<file path="config.mk">
export PLATFORM = sky130hd
export DESIGN_NAME = pwm_demod
export DESIGN_NICKNAME = d
export VERILOG_FILES = /design/src/rtl/pwm_demod.sv
export SDC_FILE = /design/constraint.sdc
export NUM_CORES = 1
export LEC_CHECK = 0
export CORE_ASPECT_RATIO = 2
export CORE_MARGIN = 8
export CORE_UTILIZATION = 40
export CTS_BUF_LIST = sky130_fd_sc_hd__clkbuf_8
export DETAILED_ROUTE_END_ITERATION = 8
export GPL_TIMING_DRIVEN = 0
export HOLD_SLACK_MARGIN = 0.02
export PLACE_DENSITY = 0.7
export RECOVER_POWER = 100
export SETUP_SLACK_MARGIN = 0.02
export SLEW_MARGIN = 15
export SYNTH_ARGS = -nofsm -noshare
export SYNTH_HDL_FRONTEND = slang
export SYNTH_SLANG_ARGS = --single-unit
</file>
<file path="constraint.sdc">
create_clock -name clk -period 2.3 [get_ports clk]
set_input_delay 0.46 -clock clk [delete_from_list [all_inputs] [get_ports clk]]
set_output_delay 0.46 -clock clk [all_outputs]
set_load 0.05 [all_outputs]
</file>
<file path="src/rtl/pwm_demod.sv">
// PWM receiver: synchronises pwm_in and reports high time and period per PWM cycle.
// Optional duty IIR smoothing is enabled by defining PWM_DEMOD_FILTER_EN.
module pwm_demod #(
    parameter int unsigned CNT_W        = 12,
    parameter int unsigned SYNC_STAGES  = 2,
    parameter int unsigned FILTER_SHIFT = 3
) (
    input  logic             clk,
    input  logic             rst,
    input  logic             pwm_in,
    output logic [CNT_W-1:0] duty,
    output logic [CNT_W-1:0] period,
    output logic             sample_valid,
    output logic             timeout
);
    localparam logic [CNT_W-1:0] CNT_MAX = '1;
    localparam logic [CNT_W-1:0] CNT_ONE = CNT_W'(1);

    if (SYNC_STAGES < 2 || FILTER_SHIFT > CNT_W) begin : g_bad_param
        $error("pwm_demod: SYNC_STAGES must be >= 2 and FILTER_SHIFT <= CNT_W");
    end

    typedef enum logic [1:0] {IDLE, HIGH, LOW} state_t;

    logic [SYNC_STAGES-1:0] sync_q;
    logic                   s_in;
    logic                   s_prev;
    logic                   rise;
    logic                   fall;

    state_t                 state_q;
    state_t                 state_d;
    logic [CNT_W-1:0]       cnt_q;
    logic [CNT_W-1:0]       cnt_d;
    logic [CNT_W-1:0]       cnt_inc;
    logic [CNT_W-1:0]       hi_cnt_q;
    logic [CNT_W-1:0]       hi_cnt_d;
    logic [CNT_W-1:0]       raw_duty;
    logic [CNT_W-1:0]       raw_period;
    logic [CNT_W-1:0]       duty_d;
    logic                   emit;
    logic                   tmo_evt;
    logic                   timeout_d;

    // Input synchroniser plus one history flop for edge detection
    always_ff @(posedge clk) begin
        if (rst) begin
            sync_q <= '0;
            s_prev <= 1'b0;
        end else begin
            sync_q <= {sync_q[SYNC_STAGES-2:0], pwm_in};
            s_prev <= s_in;
        end
    end

    assign s_in    = sync_q[SYNC_STAGES-1];
    assign rise    = s_in & ~s_prev;
    assign fall    = ~s_in & s_prev;
    assign cnt_inc = (cnt_q == CNT_MAX) ? cnt_q : cnt_q + CNT_ONE;

    // Next-state, counters and sample generation
    always_comb begin
        state_d    = state_q;
        cnt_d      = cnt_q;
        hi_cnt_d   = hi_cnt_q;
        raw_duty   = hi_cnt_q;
        raw_period = cnt_q;
        emit       = 1'b0;
        tmo_evt    = 1'b0;
        timeout_d  = timeout;
        case (state_q)
            IDLE: begin
                if (rise) begin
                    state_d = HIGH;
                    cnt_d   = CNT_ONE;
                end
            end
            HIGH: begin
                if (cnt_q == CNT_MAX && !rise) begin
                    tmo_evt = 1'b1;
                end else begin
                    cnt_d = cnt_inc;
                    if (fall) begin
                        hi_cnt_d = cnt_q;
                        state_d  = LOW;
                    end
                end
            end
            LOW: begin
                if (rise) begin
                    emit    = 1'b1;
                    cnt_d   = CNT_ONE;
                    state_d = HIGH;
                end else if (cnt_q == CNT_MAX) begin
                    tmo_evt = 1'b1;
                end else begin
                    cnt_d = cnt_inc;
                end
            end
            default: state_d = IDLE;
        endcase
        // A stuck input reports 0% or 100% and drops back to waiting for an edge
        if (tmo_evt) begin
            emit       = 1'b1;
            raw_duty   = s_in ? CNT_MAX : '0;
            raw_period = CNT_MAX;
            cnt_d      = '0;
            state_d    = IDLE;
        end
        timeout_d = tmo_evt | (timeout & ~(state_q == IDLE && rise));
    end

`ifdef PWM_DEMOD_FILTER_EN
    localparam int unsigned ACC_W = CNT_W + FILTER_SHIFT;

    logic [ACC_W-1:0] acc_q;
    logic [ACC_W-1:0] acc_d;
    logic             first_q;
    logic             first_d;

    // First-order IIR on duty; first sample after reset/timeout seeds the accumulator
    always_comb begin
        acc_d   = acc_q;
        first_d = first_q;
        duty_d  = raw_duty;
        if (emit) begin
            if (tmo_evt) begin
                first_d = 1'b1;
            end else begin
                if (first_q) begin
                    acc_d = ACC_W'(raw_duty) << FILTER_SHIFT;
                end else begin
                    acc_d = acc_q + ACC_W'(raw_duty) - (acc_q >> FILTER_SHIFT);
                end
                first_d = 1'b0;
                duty_d  = CNT_W'(acc_d >> FILTER_SHIFT);
            end
        end
    end

    always_ff @(posedge clk) begin
        if (rst) begin
            acc_q   <= '0;
            first_q <= 1'b1;
        end else begin
            acc_q   <= acc_d;
            first_q <= first_d;
        end
    end
`else
    assign duty_d = raw_duty;
`endif

    always_ff @(posedge clk) begin
        if (rst) begin
            state_q      <= IDLE;
            cnt_q        <= '0;
            hi_cnt_q     <= '0;
            duty         <= '0;
            period       <= '0;
            sample_valid <= 1'b0;
            timeout      <= 1'b0;
        end else begin
            state_q      <= state_d;
            cnt_q        <= cnt_d;
            hi_cnt_q     <= hi_cnt_d;
            sample_valid <= emit;
            timeout      <= timeout_d;
            if (emit) begin
                duty   <= duty_d;
                period <= raw_period;
            end
        end
    end

endmodule

</file>
==> impl_results.md, run 1 <==
- Status: complete, no violations
- Setup slack after layout: approximately 0.19 ns
- Critical path data arrival time: approximately 2.3 ns
- DR iter-0 viols: between 100 and 150
- Class of the worst hold path: flip-flop to flip-flop
- Top_reg_cell synth: dfxtp_1
- Setup violators final: 0
- Peak Freq: 0.473 GHz
- Design Power: roughly 1600 uW
- Vias/cell: around 5.7
- Startpoint types: flip-flop
- Worst R2R End: cnt_q[5]
- Min Clock Period, post-route: between 2 and 2.5 ns
- Die Ht: 128 um
- Final Instance Area: roughly 0.003 mm^2
- P per Cell Area: between 500 and 600 mW/mm^2
- CP endpoint: cnt_q[5]
- Yosys warns: 0
- Vias in the first global route: a little over 2000
- Internal power: roughly 1200 uW
- Syn_nets: 271
- Layout Nets: 305
- Starting Density: between 40% and 50%
- Syn Inst Count: approximately 260
- DP Worst Slack: 0.128 ns
- Inst Count DP: 354
- Initial antenna violation count: 0
- Hold_buf cts: 0
- Yosys top cell by area: dfxtp_1
- Sum of negative setup slack: 0 ns
- Multi-input logic area: approximately 0.0013 mm^2
- Post-synth top area share: approximately 44%
- Synth cell count leaders: dfxtp_1 (55), a21oi_1 (44), mux2i_1 (24), nor2_1 (24), a211oi_1 (13)
- First-pass GRT wire length: approximately 10000 um
- Fillers: between 500 and 600
- Most numerous cell in the Yosys netlist: dfxtp_1
- Port Buf Inserts: 27
- Switching Fraction: 24.7%
- Core Rows: about 40
- Worst Setup Path Type: flip-flop to flip-flop
- Hold Crit Start: sync_q[0]
- Slew headroom: between 60% and 70%
- R2r startpoint: cnt_q[1]
- Via count: a little over 2000
- Flop pwr share: between 60% and 70%
- Logic gate share of total power: between 6 and 7%
- Synth area leaders: dfxtp_1 (44%), mux2i_1 (9.6%), a21oi_1 (8.8%)
- H-tree depth: 2
- Clock network power share: between 30% and 40%
- CP endpoint kind: flip-flop
- Net Switching: just under 400 uW
- Worst R2R Setup Slack: roughly 0.19 ns
- Pins Over Slew Limit: 0
- Setup bufs post-CTS: 0
- LEAKAGE: roughly 0.0013 uW
- Total GRT Usage: around an eighth
- Routed Antenna Nets: 0
- Total grt overflow: 0
- Final wirelength: between 5000 and 6000 um
- Antenna Cells: 0
- CTS Buffer Depth: 2
- Post-Synthesis Mean Instance Area: about 9.5 um^2
- Final std cells w/o fill: 362
- Final worst-path cycle share: 91.8%
- Sequential element share of the synthesized area: around 44%
- Io pins: 29
- Share of layout cells above drive strength 1: 9.40%
- Drt wl/cell: 15.7 um
- # resized after CTS: 0
- Area post-placement: roughly 0.0028 mm^2
- Fraction of registers with async set/reset: 0%
- Clock Tree Root: clkbuf_8
- Data required, critical path: ~2.5 ns
- #FFs+latches synth: 55
- Number of flops mapped to enable cells by yosys: 0
- Total die area: just over 0.009 mm^2
- Largest net degree at the start of global routing: 18
- Hpwl dp: approximately 4300 um
- Core Box Area: approximately 0.0062 mm^2
- FF/Latch Area: 0.00110 mm^2
- Layout Skew: approximately 0.0059 ns
- Layout area overhead: 17.3%
- Max FO, Critical Path: 10
- Clock latency on the worst-skew pair: slightly above 0.3 ns
- Hold violation count in the final report: 0
- Netlist Area Pre-Place: ~0.0025 mm^2
- Synth cell types: between 40 and 50
- Detailed Routing Iterations Pass 1: 4
- CTS tree: built
- Worst-path clk slew: ~0.090 ns
- Maximum vdd drop: approximately 0.44 mV
- Gpl congestion: just over 0.8
- CTS sink count: 55
- # DRC: 0
- Max Cap Viol: 0
- Reg2Reg Depth: 6
- Critical path launch point: cnt_q[1]
- Worst slew pin tran: around 0.55 ns
- Num CTS Buffers: 5
- Die width: 71.9 um
- RSZ-0062 raised after global routing: no
power groups by stage:
| stage | combinational, uW | sequential (uW) | clock (uW) |
|---|---|---|---|
| 5_1_grt | 118 | 971 | 593 |
| 2_1_floorplan | 74.9 | 996 | 0 |
| 3_3_place_gp | 106 | 990 | 0 |
| 6_report | 107 | 969 | 531 |
| 4_1_cts | 109 | 969 | 555 |
| 3_5_place_dp | 108 | 991 | 0 |
final cells by class:
cell class                      instances  share of cell area (%)
Inverter                                4                   0.513
Tap cell                               64                    2.73
Multi-Input combinational cell        186                    43.2
Timing Repair Buffer                   27                    9.23
Clock inverter                          3                   0.683
Clock buffer                            5                    2.35
Sequential cell                        55                    37.6
Buffer                                 18                    3.63
through the flow:
| step | hold slack [ns] | util (%) |
|---|---|---|
| floorplan | 0.414 | - |
| global placement | 0.437 | 46.3 |
| detailed placement | 0.450 | 46.3 |
| CTS | 0.471 | 47.7 |
| global route | 0.473 | 47.6 |
| finish | 0.462 | 47.6 |
cell families after synthesis:
logic type                 Yosys count  synth area share, %
AOI/OAI and AO/OA                   80                 21.9
xor gates and xnor gates             5                 1.75
adders and majority gates            5                 2.51
buffers and inverters               22                 4.81
DFF                                 55                 44.1
muxes                               24                 9.62
and+or+nand+nor                     72                 15.3
cells in the final DEF (no fill, tap or decap), drive strengths merged, types with 2 or more instances in the layout:
cell type,n
nor2,24
a211oi,15
a21oi,44
and2,4
nor3,3
ha,5
dfxtp,55
nand3,8
a31oi,5
buf,9
nand4,4
dlygate4sd3,26
o21ai,2
clkbuf,14
inv,6
and3,4
o21bai,3
and4,3
o22ai,2
mux2i,24
nand4b,2
o31ai,3
xor2,4
nand2,11
nor2b,3
a21o,2
a41oi,2
registers in the layout, indices dropped and copies added, names as in the netlist:
signal and cells:
hi_cnt_q 12, sync_q 2, sample_valid 1, period 12, timeout 1, cnt_q 12
duty 12, state_q 2, s_prev 1
layer usage:
metal / routed length, um / track usage (%) / share of wire [%]
met5: 0 / 0 / 0
met4: 77 / 5.33 / 1.4
met3: 293 / 3.61 / 5.2
met2: 2810 / 22.4 / 49
met1: 2510 / 15.4 / 44
worst min-delay path by stage:
stage | endpoint | slack [ns] | cells after the start
after floorplan | sync_q[1] | 0.41 | 1
after global placement | sync_q[1] | 0.44 | 1
after detailed placement | sync_q[1] | 0.45 | 1
after CTS | sync_q[1] | 0.47 | 1
after global routing | sync_q[1] | 0.47 | 1
final | sync_q[1] | 0.46 | 1
critical path: stages, from the launching register on:
cell      delay (ns)
dfxtp_1         0.47
ha_1            0.32
and2_1          0.24
nand4_4         0.17
o31ai_4         0.50
o21bai_4        0.24
nor2_1          0.07
Power figures use the tool's default switching activity.
==> inputs of run 2 (changes only) <==
ABC_AREA = 1   (was default)
GPL_ROUTABILITY_DRIVEN = 0   (was default)
PLACE_DENSITY = 0.68   (was 0.7)
==> run 2 against run 1 <==
Against the previous run:
- total power grew 6.5%
- via count rose by 20%
- worst hold slack lost 0.048 ns
- register-to-register slack improved by 0.09 ns
- maximum frequency rose by 4.3%
- clock skew increased by 0.0037 ns
- sequential power rose by 1%
- core utilization is 0.58 points lower
- critical path depth is 5 higher
- design area grew 9.7%
- global-route usage is 0.074 points higher
- critical path type unchanged
==> impl_results.md, run 2 <==
- Status: complete, no violations
- Reg2Reg Depth: 11 (+5)
- Yosys warns: 0 (unchanged)
- Antenna Cells: 0 (unchanged)
- Io pins: 29 (unchanged)
- Startpoint types: flip-flop
- Layout Nets: 425 (+39%)
- Setup violators final: 0 (unchanged)
- LEAKAGE: 0.00146 uW (+14%)
- Most numerous cell in the Yosys netlist: nand2_1
- Core Rows: 43 (+4.9%)
- Max FO, Critical Path: 10 (unchanged)
- Critical Path, Cell by Cell: ha_1, nand2_2, nor2_4, nand3_4, nor2_1, nand2_4, nand2_4, nand2_2, buf_6, nor2_1, nor2_1
- Post-synth top area share: 39.7% (-4.4 points)
- Netlist Area Pre-Place: 0.00278 mm^2 (+11%)
- Die width: 74.9 um (+4.2%)
- Worst slew pin tran: 0.609 ns (+0.0541 ns)
- Sum of negative setup slack: 0 ns (unchanged)
- Num CTS Buffers: 5 (unchanged)
- Class of the worst hold path: flip-flop to flip-flop
- Setup bufs post-CTS: 0 (unchanged)
- Hold_buf cts: 0 (unchanged)
- Number of flops mapped to enable cells by yosys: 0 (unchanged)
- H-tree depth: 2 (unchanged)
- Fillers: 731 (+22%)
- Max Cap Viol: 0 (unchanged)
- Synth cell count leaders: nand2_1 (72), nor2_1 (66), dfxtp_1 (55), inv_1 (41), a21oi_1 (30)
- # resized after CTS: 0 (unchanged)
- Fraction of registers with async set/reset: 0% (unchanged)
- Data required, critical path: 2.53 ns (+0.02 ns)
- Vias/cell: 4.87 (-14%)
- Pins Over Slew Limit: 0 (unchanged)
- Critical path data arrival time: 2.25 ns (-0.07 ns)
- Hold violation count in the final report: 0 (unchanged)
- Hpwl dp: 4750 um (+11%)
- Layout Skew: 0.00954 ns (+0.00366 ns)
- Worst Setup Path Type: flip-flop to flip-flop
- Layout area overhead: 15.7%
- Clock Tree Root: clkbuf_8
- Synth cell types: 30 (-32%)
- Hold Crit Depth: 2 (+1)
- Drt wl/cell: 12.7 um (-19%)
- CP max stage delay: 0.47 ns (-0.03 ns)
- CTS sink count: 55 (unchanged)
- Total grt overflow: 0 (unchanged)
- Peak Freq: 0.494 GHz (+4.3%)
- Synth area leaders: dfxtp_1 (40%), nand2_1 (9.7%), nor2_1 (8.9%)
- Critical path's slowest cell: dfxtp_1
- Sequential element share of the synthesized area: 39.7% (-4.4 points)
- DR iter-0 viols: 171 (+30%)
- Core Box Area: 0.00683 mm^2 (+11%)
- Detailed Routing Iterations Pass 1: 4 (unchanged)
- Post-Synthesis Mean Instance Area: 7.25 um^2 (-24%)
- P per Cell Area: 533 mW/mm^2 (-2.9%)
- Worst-path clk slew: 0.11 ns (+0.02 ns)
- First-pass GRT wire length: 10700 um (+8.3%)
- Most used cell, CP: nor2_1
- Clock latency on the worst-skew pair: 0.32 ns (about the same)
- Starting Density: 40.6% (+0.064 points)
- Top_reg_cell synth: dfxtp_1
- Final wirelength: 6470 um (+14%)
- Largest net degree at the start of global routing: 18 (unchanged)
- CP endpoint kind: flip-flop
- Via count: 2476 (+20%)
- Port Buf Inserts: 27 (unchanged)
- Total GRT Usage: 13.4% (+0.074 points)
- Share of layout cells above drive strength 1: 11.0% (+1.6 points)
- #FFs+latches synth: 55 (unchanged)
- Slew headroom: 59.4% (-3.5 points)
- Syn Inst Count: 383 (+46%)
- Final worst-path cycle share: 88.0% (-3.8 points)
- RSZ-0062 raised after global routing: no
- Design Power: 1710 uW (+6.5%)
- Maximum vdd drop: 0.326 mV (-25%)
- CTS Buffer Depth: 2 (unchanged)
- Min Clock Period, post-route: 2.03 ns (-0.0871 ns)
- # DRC: 0 (unchanged)
- Vias in the first global route: 2292 (+11%)
- CTS tree: built
- Initial antenna violation count: 0 (unchanged)
- Yosys top cell by area: dfxtp_1
- Routed Antenna Nets: 0 (unchanged)
- Total die area: 0.0100 mm^2 (+9.2%)
- Die Ht: 134 um (+4.8%)
- Commonest cells after routing, fill and taps aside: nand2_1 (73), nor2_1 (73), dfxtp_1 (55), inv_1 (42), a21oi_1 (32)
- Syn_nets: 391 (+44%)
-- run 2: cells by family (layout without fill, tap and decap cells) --
logic type	after synthesis	after routing	synth area share, %
simple gates	200	200	34.7
buf+inv	62	97	10.1
compound gates	59	59	12.6
flops	55	55	39.7
fa+ha+maj	5	5	2.25
xor+xnor	1	1	0.316
mux	1	1	0.361
-- run 2: cell type report --
class | count | area (um^2) | area share (%)
tap | 90 | 113 | 3.51
multi-input combinational | 266 | 1360 | 42.4
timing repair buffer | 27 | 270 | 8.41
clock buffer | 5 | 68.8 | 2.14
clock inverter | 3 | 20.0 | 0.623
buffer | 17 | 109 | 3.39
sequential | 55 | 1100 | 34.3
inverter | 45 | 169 | 5.26
-- run 2: power breakdown --
part           switching, uW  internal, uW  leakage (uW)
sequential              15.8           967      0.000444
clock                    337           215     0.0000460
combinational            121          54.5      0.000973
total                    474          1240       0.00146
-- run 2: final timing paths --
kind	from	endpoint	slack, ns
worst min-delay path	sync_q[0]	sync_q[1]	0.41
worst max-delay path	cnt_q[0]	duty[6]	0.27
worst min register to register	sync_q[0]	sync_q[1]	0.41
worst max register to register	cnt_q[0]	duty[6]	0.27
-- run 2: through the flow --
step	util, %	hold WS [ns]	cells	setup slack (ns)	area, um^2
after floorplan	-	0.388	383	0.711	2780
after global placement	46.2	0.402	500	0.439	3160
after detailed placement	46.2	0.398	500	0.398	3160
after CTS	47.5	0.416	508	0.337	3250
after global routing	47.0	0.431	508	0.143	3210
final	47.0	0.414	508	0.275	3210
-- run 2: worst max-delay path: cells and delay by family, from the launching register on --
family,cells,cell delay (ns)
AND/OR/NAND/NOR,9,1.04
buffers and inverters,1,0.16
flip-flops,1,0.47
adder cells (fa/ha/maj),1,0.27
-- run 2: per-layer routing --
metal	vias up	wire [um]	track usage, %
met5	-	0	0
met1	1102	2890	17.0
met4	0	189	5.60
met3	20	373	2.62
met2	75	3010	21.0
li1	1279	-	-
